`src/rtl/mem_arb_pkg.sv`:
```
// rtl/mem_arb_pkg.sv - shared types and defaults for the IFU/LSU memory arbiter
package mem_arb_pkg;

    typedef enum logic [1:0] {
        S_IDLE      = 2'd0,
        S_REQ       = 2'd1,
        S_WAIT_RESP = 2'd2,
        S_RESP      = 2'd3
    } arb_state_t;

    typedef enum logic {
        OWN_IFU = 1'b0,
        OWN_LSU = 1'b1
    } owner_t;

    localparam int ARB_TIMEOUT_DEFAULT = 255;

    function automatic owner_t other_owner(input owner_t o);
        return (o == OWN_IFU) ? OWN_LSU : OWN_IFU;
    endfunction

endpackage

```
`src/rtl/arb_rr2.sv`:
```
// rtl/arb_rr2.sv - two-way round-robin pick between IFU and LSU
module arb_rr2
    import mem_arb_pkg::*;
(
    input  logic   ifu_valid,
    input  logic   lsu_valid,
    input  owner_t last_owner,
    output owner_t grant
);

    // A tie (or no requester at all) goes to whoever was not served last.
    always_comb begin
        grant = other_owner(last_owner);
        if (ifu_valid && !lsu_valid) begin
            grant = OWN_IFU;
        end else if (lsu_valid && !ifu_valid) begin
            grant = OWN_LSU;
        end
    end

endmodule

```
`src/rtl/mem_arbiter.sv`:
```
// rtl/mem_arbiter.sv - single-outstanding arbiter sharing one memory port between IFU and LSU
module mem_arbiter
    import mem_arb_pkg::*;
#(
    parameter int AW      = 32,
    parameter int DW      = 32,
    parameter int TIMEOUT = ARB_TIMEOUT_DEFAULT
) (
    input  logic            clk,
    input  logic            rst,

    input  logic            ifu_req_valid,
    output logic            ifu_req_ready,
    input  logic [AW-1:0]   ifu_addr,
    output logic            ifu_resp_valid,
    input  logic            ifu_resp_ready,
    output logic [DW-1:0]   ifu_rdata,

    input  logic            lsu_req_valid,
    output logic            lsu_req_ready,
    input  logic [AW-1:0]   lsu_addr,
    input  logic            lsu_wen,
    input  logic [DW-1:0]   lsu_wdata,
    input  logic [DW/8-1:0] lsu_wmask,
    output logic            lsu_resp_valid,
    input  logic            lsu_resp_ready,
    output logic [DW-1:0]   lsu_rdata,

    output logic            mem_req_valid,
    input  logic            mem_req_ready,
    output logic [AW-1:0]   mem_addr,
    output logic            mem_wen,
    output logic [DW-1:0]   mem_wdata,
    output logic [DW/8-1:0] mem_wmask,
    input  logic            mem_resp_valid,
    output logic            mem_resp_ready,
    input  logic [DW-1:0]   mem_rdata,

    output logic            arb_err
);

    localparam int MW = DW / 8;
    localparam int CW = $clog2(TIMEOUT + 1);
    // Value the counter holds on the final wait cycle before giving up.
    localparam logic [CW-1:0] CNT_LAST = CW'(TIMEOUT - 1);

    arb_state_t    state;
    owner_t        owner;
    owner_t        last_owner;
    owner_t        grant;
    logic [AW-1:0] addr_q;
    logic          wen_q;
    logic [DW-1:0] wdata_q;
    logic [MW-1:0] wmask_q;
    logic [DW-1:0] rdata_q;
    logic [CW-1:0] cnt;

    logic idle;
    logic accept;
    logic owner_resp_ready;

    arb_rr2 u_rr (
        .ifu_valid  (ifu_req_valid),
        .lsu_valid  (lsu_req_valid),
        .last_owner (last_owner),
        .grant      (grant)
    );

    // Ready is gated by rst so the request side goes quiet the instant reset rises.
    assign idle          = (state == S_IDLE) && !rst;
    assign ifu_req_ready = idle && (grant == OWN_IFU) && ifu_req_valid;
    assign lsu_req_ready = idle && (grant == OWN_LSU) && lsu_req_valid;
    assign accept        = ifu_req_ready || lsu_req_ready;

    assign mem_req_valid  = (state == S_REQ);
    assign mem_resp_ready = (state == S_WAIT_RESP);
    assign mem_addr       = addr_q;
    assign mem_wen        = wen_q;
    assign mem_wdata      = wdata_q;
    assign mem_wmask      = wmask_q;

    assign ifu_resp_valid   = (state == S_RESP) && (owner == OWN_IFU);
    assign lsu_resp_valid   = (state == S_RESP) && (owner == OWN_LSU);
    assign ifu_rdata        = rdata_q;
    assign lsu_rdata        = rdata_q;
    assign owner_resp_ready = (owner == OWN_IFU) ? ifu_resp_ready : lsu_resp_ready;

    always_ff @(posedge clk or posedge rst) begin
        if (rst) begin
            state      <= S_IDLE;
            owner      <= OWN_IFU;
            last_owner <= OWN_LSU;
            addr_q     <= '0;
            wen_q      <= 1'b0;
            wdata_q    <= '0;
            wmask_q    <= '0;
            rdata_q    <= '0;
            cnt        <= '0;
            arb_err    <= 1'b0;
        end else begin
            arb_err <= 1'b0;
            case (state)
                S_IDLE: begin
                    if (accept) begin
                        owner <= grant;
                        state <= S_REQ;
                        if (grant == OWN_IFU) begin
                            addr_q  <= ifu_addr;
                            wen_q   <= 1'b0;
                            wdata_q <= '0;
                            wmask_q <= '0;
                        end else begin
                            addr_q  <= lsu_addr;
                            wen_q   <= lsu_wen;
                            wdata_q <= lsu_wdata;
                            wmask_q <= lsu_wmask;
                        end
                    end
                end
                S_REQ: begin
                    if (mem_req_ready) begin
                        cnt   <= '0;
                        state <= S_WAIT_RESP;
                    end
                end
                S_WAIT_RESP: begin
                    // A response arriving on the final wait cycle still beats the timeout.
                    if (mem_resp_valid) begin
                        rdata_q <= mem_rdata;
                        state   <= S_RESP;
                    end else begin
                        cnt <= cnt + 1'b1;
                        if (cnt == CNT_LAST) begin
                            rdata_q <= '0;
                            arb_err <= 1'b1;
                            state   <= S_RESP;
                        end
                    end
                end
                S_RESP: begin
                    if (owner_resp_ready) begin
                        last_owner <= owner;
                        state      <= S_IDLE;
                    end
                end
                default: state <= S_IDLE;
            endcase
        end
    end

endmodule

```
`config.mk`:
```
export PLATFORM = sky130hd
export DESIGN_NAME = mem_arbiter
export DESIGN_NICKNAME = d
export VERILOG_FILES = /design/src/rtl/mem_arb_pkg.sv /design/src/rtl/arb_rr2.sv /design/src/rtl/mem_arbiter.sv
export SDC_FILE = /design/constraint.sdc
export NUM_CORES = 1
export LEC_CHECK = 0
export BUFFER_PORTS_ARGS = -buffer_cell sky130_fd_sc_hd__buf_2
export CORE_AREA = 2 2 110 112
export DETAILED_ROUTE_END_ITERATION = 8
export DIE_AREA = 0 0 112 114
export PLACE_DENSITY = 0.91
export SYNTH_ARGS = -nofsm -noshare
export SYNTH_HDL_FRONTEND = slang
export SYNTH_SLANG_ARGS = --single-unit
export TNS_END_PERCENT = 100
```
`constraint.sdc`:
```
create_clock -name clk -period 8.6 [get_ports clk]
set_input_delay 0.86 -clock clk [delete_from_list [all_inputs] [get_ports clk]]
set_output_delay 0.86 -clock clk [all_outputs]
set_load 0.005 [all_outputs]
```
==> run metrics <==
die width 112 microns; DR iter-0 viols 250; largest net degree at the start of global routing 63; initial antenna violation count 0; Final Cycle Share 35.2%; Resize count post-CTS 0; count leader, synth nand2_1; skew final 0.00913 ns; yosys warns 0; Net Sw Frac 32.4%; vias in the first global route 4340; buffer depth of the longest clock path 2; Flop pwr share 36.7%; DIE AREA 12800 sq um; leading area contributor after synthesis dfrtp_1; initial core utilization 43.6%; Via Count 4390; Clk Latency, worst-skew pair 0.40 ns; io pins 281; Distinct cells, synth 35; Area Overhead vs Synth 36.6%; H-tree depth reported by CTS 4; setup bufs post-CTS 0; vias per cell 4.91; post-synthesis async set-or-reset flop share 100%; Max-slew headroom 16.4%; synthesized area per cell 10.4 sq um; Worst-Margin Slew 1.25 ns; DRC viols 0; EDFF count, synth 0; GRT Resource Usage Total 20.6%; crit end category output port; layout cell share with drive strength beyond 1 43.4%; Detail Route Antenna Nets 0; Gate power share 33.7%; Peak VDD IR 0.203 mV; Syn Inst Count 492; synthesized net count 639; Clock Power Share 29.6%; sequential fraction of the synthesis area 55.9%; Hold-fix buffers, CTS 0; Fillers 1004; detailed placement HPWL 9.49 mm; Internal Power 1.65 mW; global route overflow 0; largest cells by area after synthesis dfrtp_1, nand2_1, mux2i_1; critical path fanouts, max 39; Hold Path Class register to register; Final TNS setup 0 ns; fin crit period 3.03 ns; P_leak 3.91 nW; top cells by count, synth nand2_1, dfrtp_1, nand3_1, buf_4, mux2i_1; max-slew violations 0; WP data required 7.74 ns; WL final 13.2 mm; Fin. Hold Viols 0; clk slew on worst S/H paths 0.05 ns; Synth top area share 55.4%; nets 882; # diodes 0; Data arrival, critical path 2.17 ns; CTS Buf Count 17; Finished Core Util 59.6%; CTS Root Cell clkbuf_16; Core ar. 11700 sq um; Final setup viols 0; Post-Synthesis Cell Area 5110 sq um; PD cells 350 nW/um^2; Crit Path Class register to output port; RSZ-0062 raised after global routing no; Initial DRT Pass Iterations 5; max cap viols 0; routed len/inst 14.7 microns; GP Congestion 0.858; CTS tree yes; f_max 330 MHz; FP Rows 40; first-pass GRT wire length 21.2 mm; chip height 114 microns; status finished, final reports clean; top_reg_cell synth dfrtp_1; Net Sw Power 0.790 mW; Synth Register Bits 114; CTS sink cnt 114; Port Buf Inserts 280; element type at the critical path start register
-- worst max-delay path: stages, from the launching register on --
cell	delay (ns)
dfrtp_1	0.40
inv_1	0.11
ha_1	0.22
nor2b_1	0.40
nand3_1	0.12
buf_4	0.28
inv_1	0.12
buf_2	0.11
-- flip-flops by register name (all words and copies together) (netlist names) --
register    flops
cnt             8
mem_wen         1
mem_wmask       4
state           2
mem_wdata      32
last_owner      1
arb_err         1
owner           1
mem_addr       32
ifu_rdata      32
-- power groups by stage --
stage / clock network, mW / registers (mW) / logic (mW)
after floorplan: 0 / 0.907 / 0.509
after global placement: 0 / 0.890 / 0.798
after detailed placement: 0 / 0.897 / 0.831
after CTS: 0.740 / 0.895 / 0.832
after global routing: 0.763 / 0.923 / 0.923
final: 0.723 / 0.896 / 0.821
-- kinds of logic after synthesis --
logic type	share of synthesized area, %
adders and majority gates	1.47
DFF	55.9
muxes	7.40
and+or+nand+nor	15.9
buffers and inverters	8.06
AOI/OAI and AO/OA	10.4
xor gates and xnor gates	0.858
-- cells in the final DEF (no fill, tap or decap), drive strengths merged, types with 3 or more instances in the layout --
cell type	count
nor2b	4
clkbuf	22
and2	4
dfrtp	113
a22o	33
nor2	13
mux2	3
clkinvlp	3
ha	6
nand3	42
bufinv	4
buf	286
a21oi	4
o21ai	36
inv	6
xnor2	3
mux2i	34
nand2	115
nor4b	3
clkinv	3
-- worst paths after layout --
kind | from | end | slack (ns) | cells past startpoint
setup / recovery | state[0]$_DFFE_PP0P_ | lsu_req_ready | 5.57 | 7
hold / removal | mem_addr[5]$_DFFE_PP0P_ | mem_addr[5]$_DFFE_PP0P_ | 0.47 | 2
setup reg to reg | state[0]$_DFFE_PP0P_ | mem_wmask[0]$_DFFE_PP0P_ | 6.08 | 6
hold reg to reg | mem_addr[5]$_DFFE_PP0P_ | mem_addr[5]$_DFFE_PP0P_ | 0.47 | 2
max in group asynchronous | rst | mem_wdata[5]$_DFFE_PP0P_ | 6.81 | 3
min in group asynchronous | rst | mem_addr[25]$_DFFE_PP0P_ | 0.57 | 2
-- per-stage QoR --
| stage | total power, mW | hold WS [ns] | setup WS (ns) | cells | cell area (sq um) |
|---|---|---|---|---|---|
| after global placement | 1.69 | 0.459 | 5.76 | 863 | 6360 |
| after global routing | 2.61 | 0.500 | 5.48 | 895 | 6980 |
| after detailed placement | 1.73 | 0.465 | 5.73 | 863 | 6360 |
| after CTS | 2.47 | 0.477 | 5.58 | 895 | 6980 |
| final | 2.44 | 0.472 | 5.57 | 895 | 6980 |
| after floorplan | 1.42 | 0.473 | 4.73 | 492 | 5110 |
-- cell type report --
class                           count  area, sq um  area share, %
Timing Repair Buffer              286         1450           20.7
Clock inverter                     10          158           2.26
Multi-Input combinational cell    310         1860           26.6
Clock buffer                       22          454           6.51
Tap cell                          147          184           2.64
Sequential cell                   114         2850           40.9
Inverter                            6         25.0          0.359
-- layer usage --
metal,vias up,wire (microns),global-route usage [%]
li1,2128,-,-
met1,2033,5310,25.0
met2,200,6580,35.3
met4,0,333,8.70
met5,-,0,0
met3,29,940,5.15
Note: power is estimated with default switching activity, not from simulation.
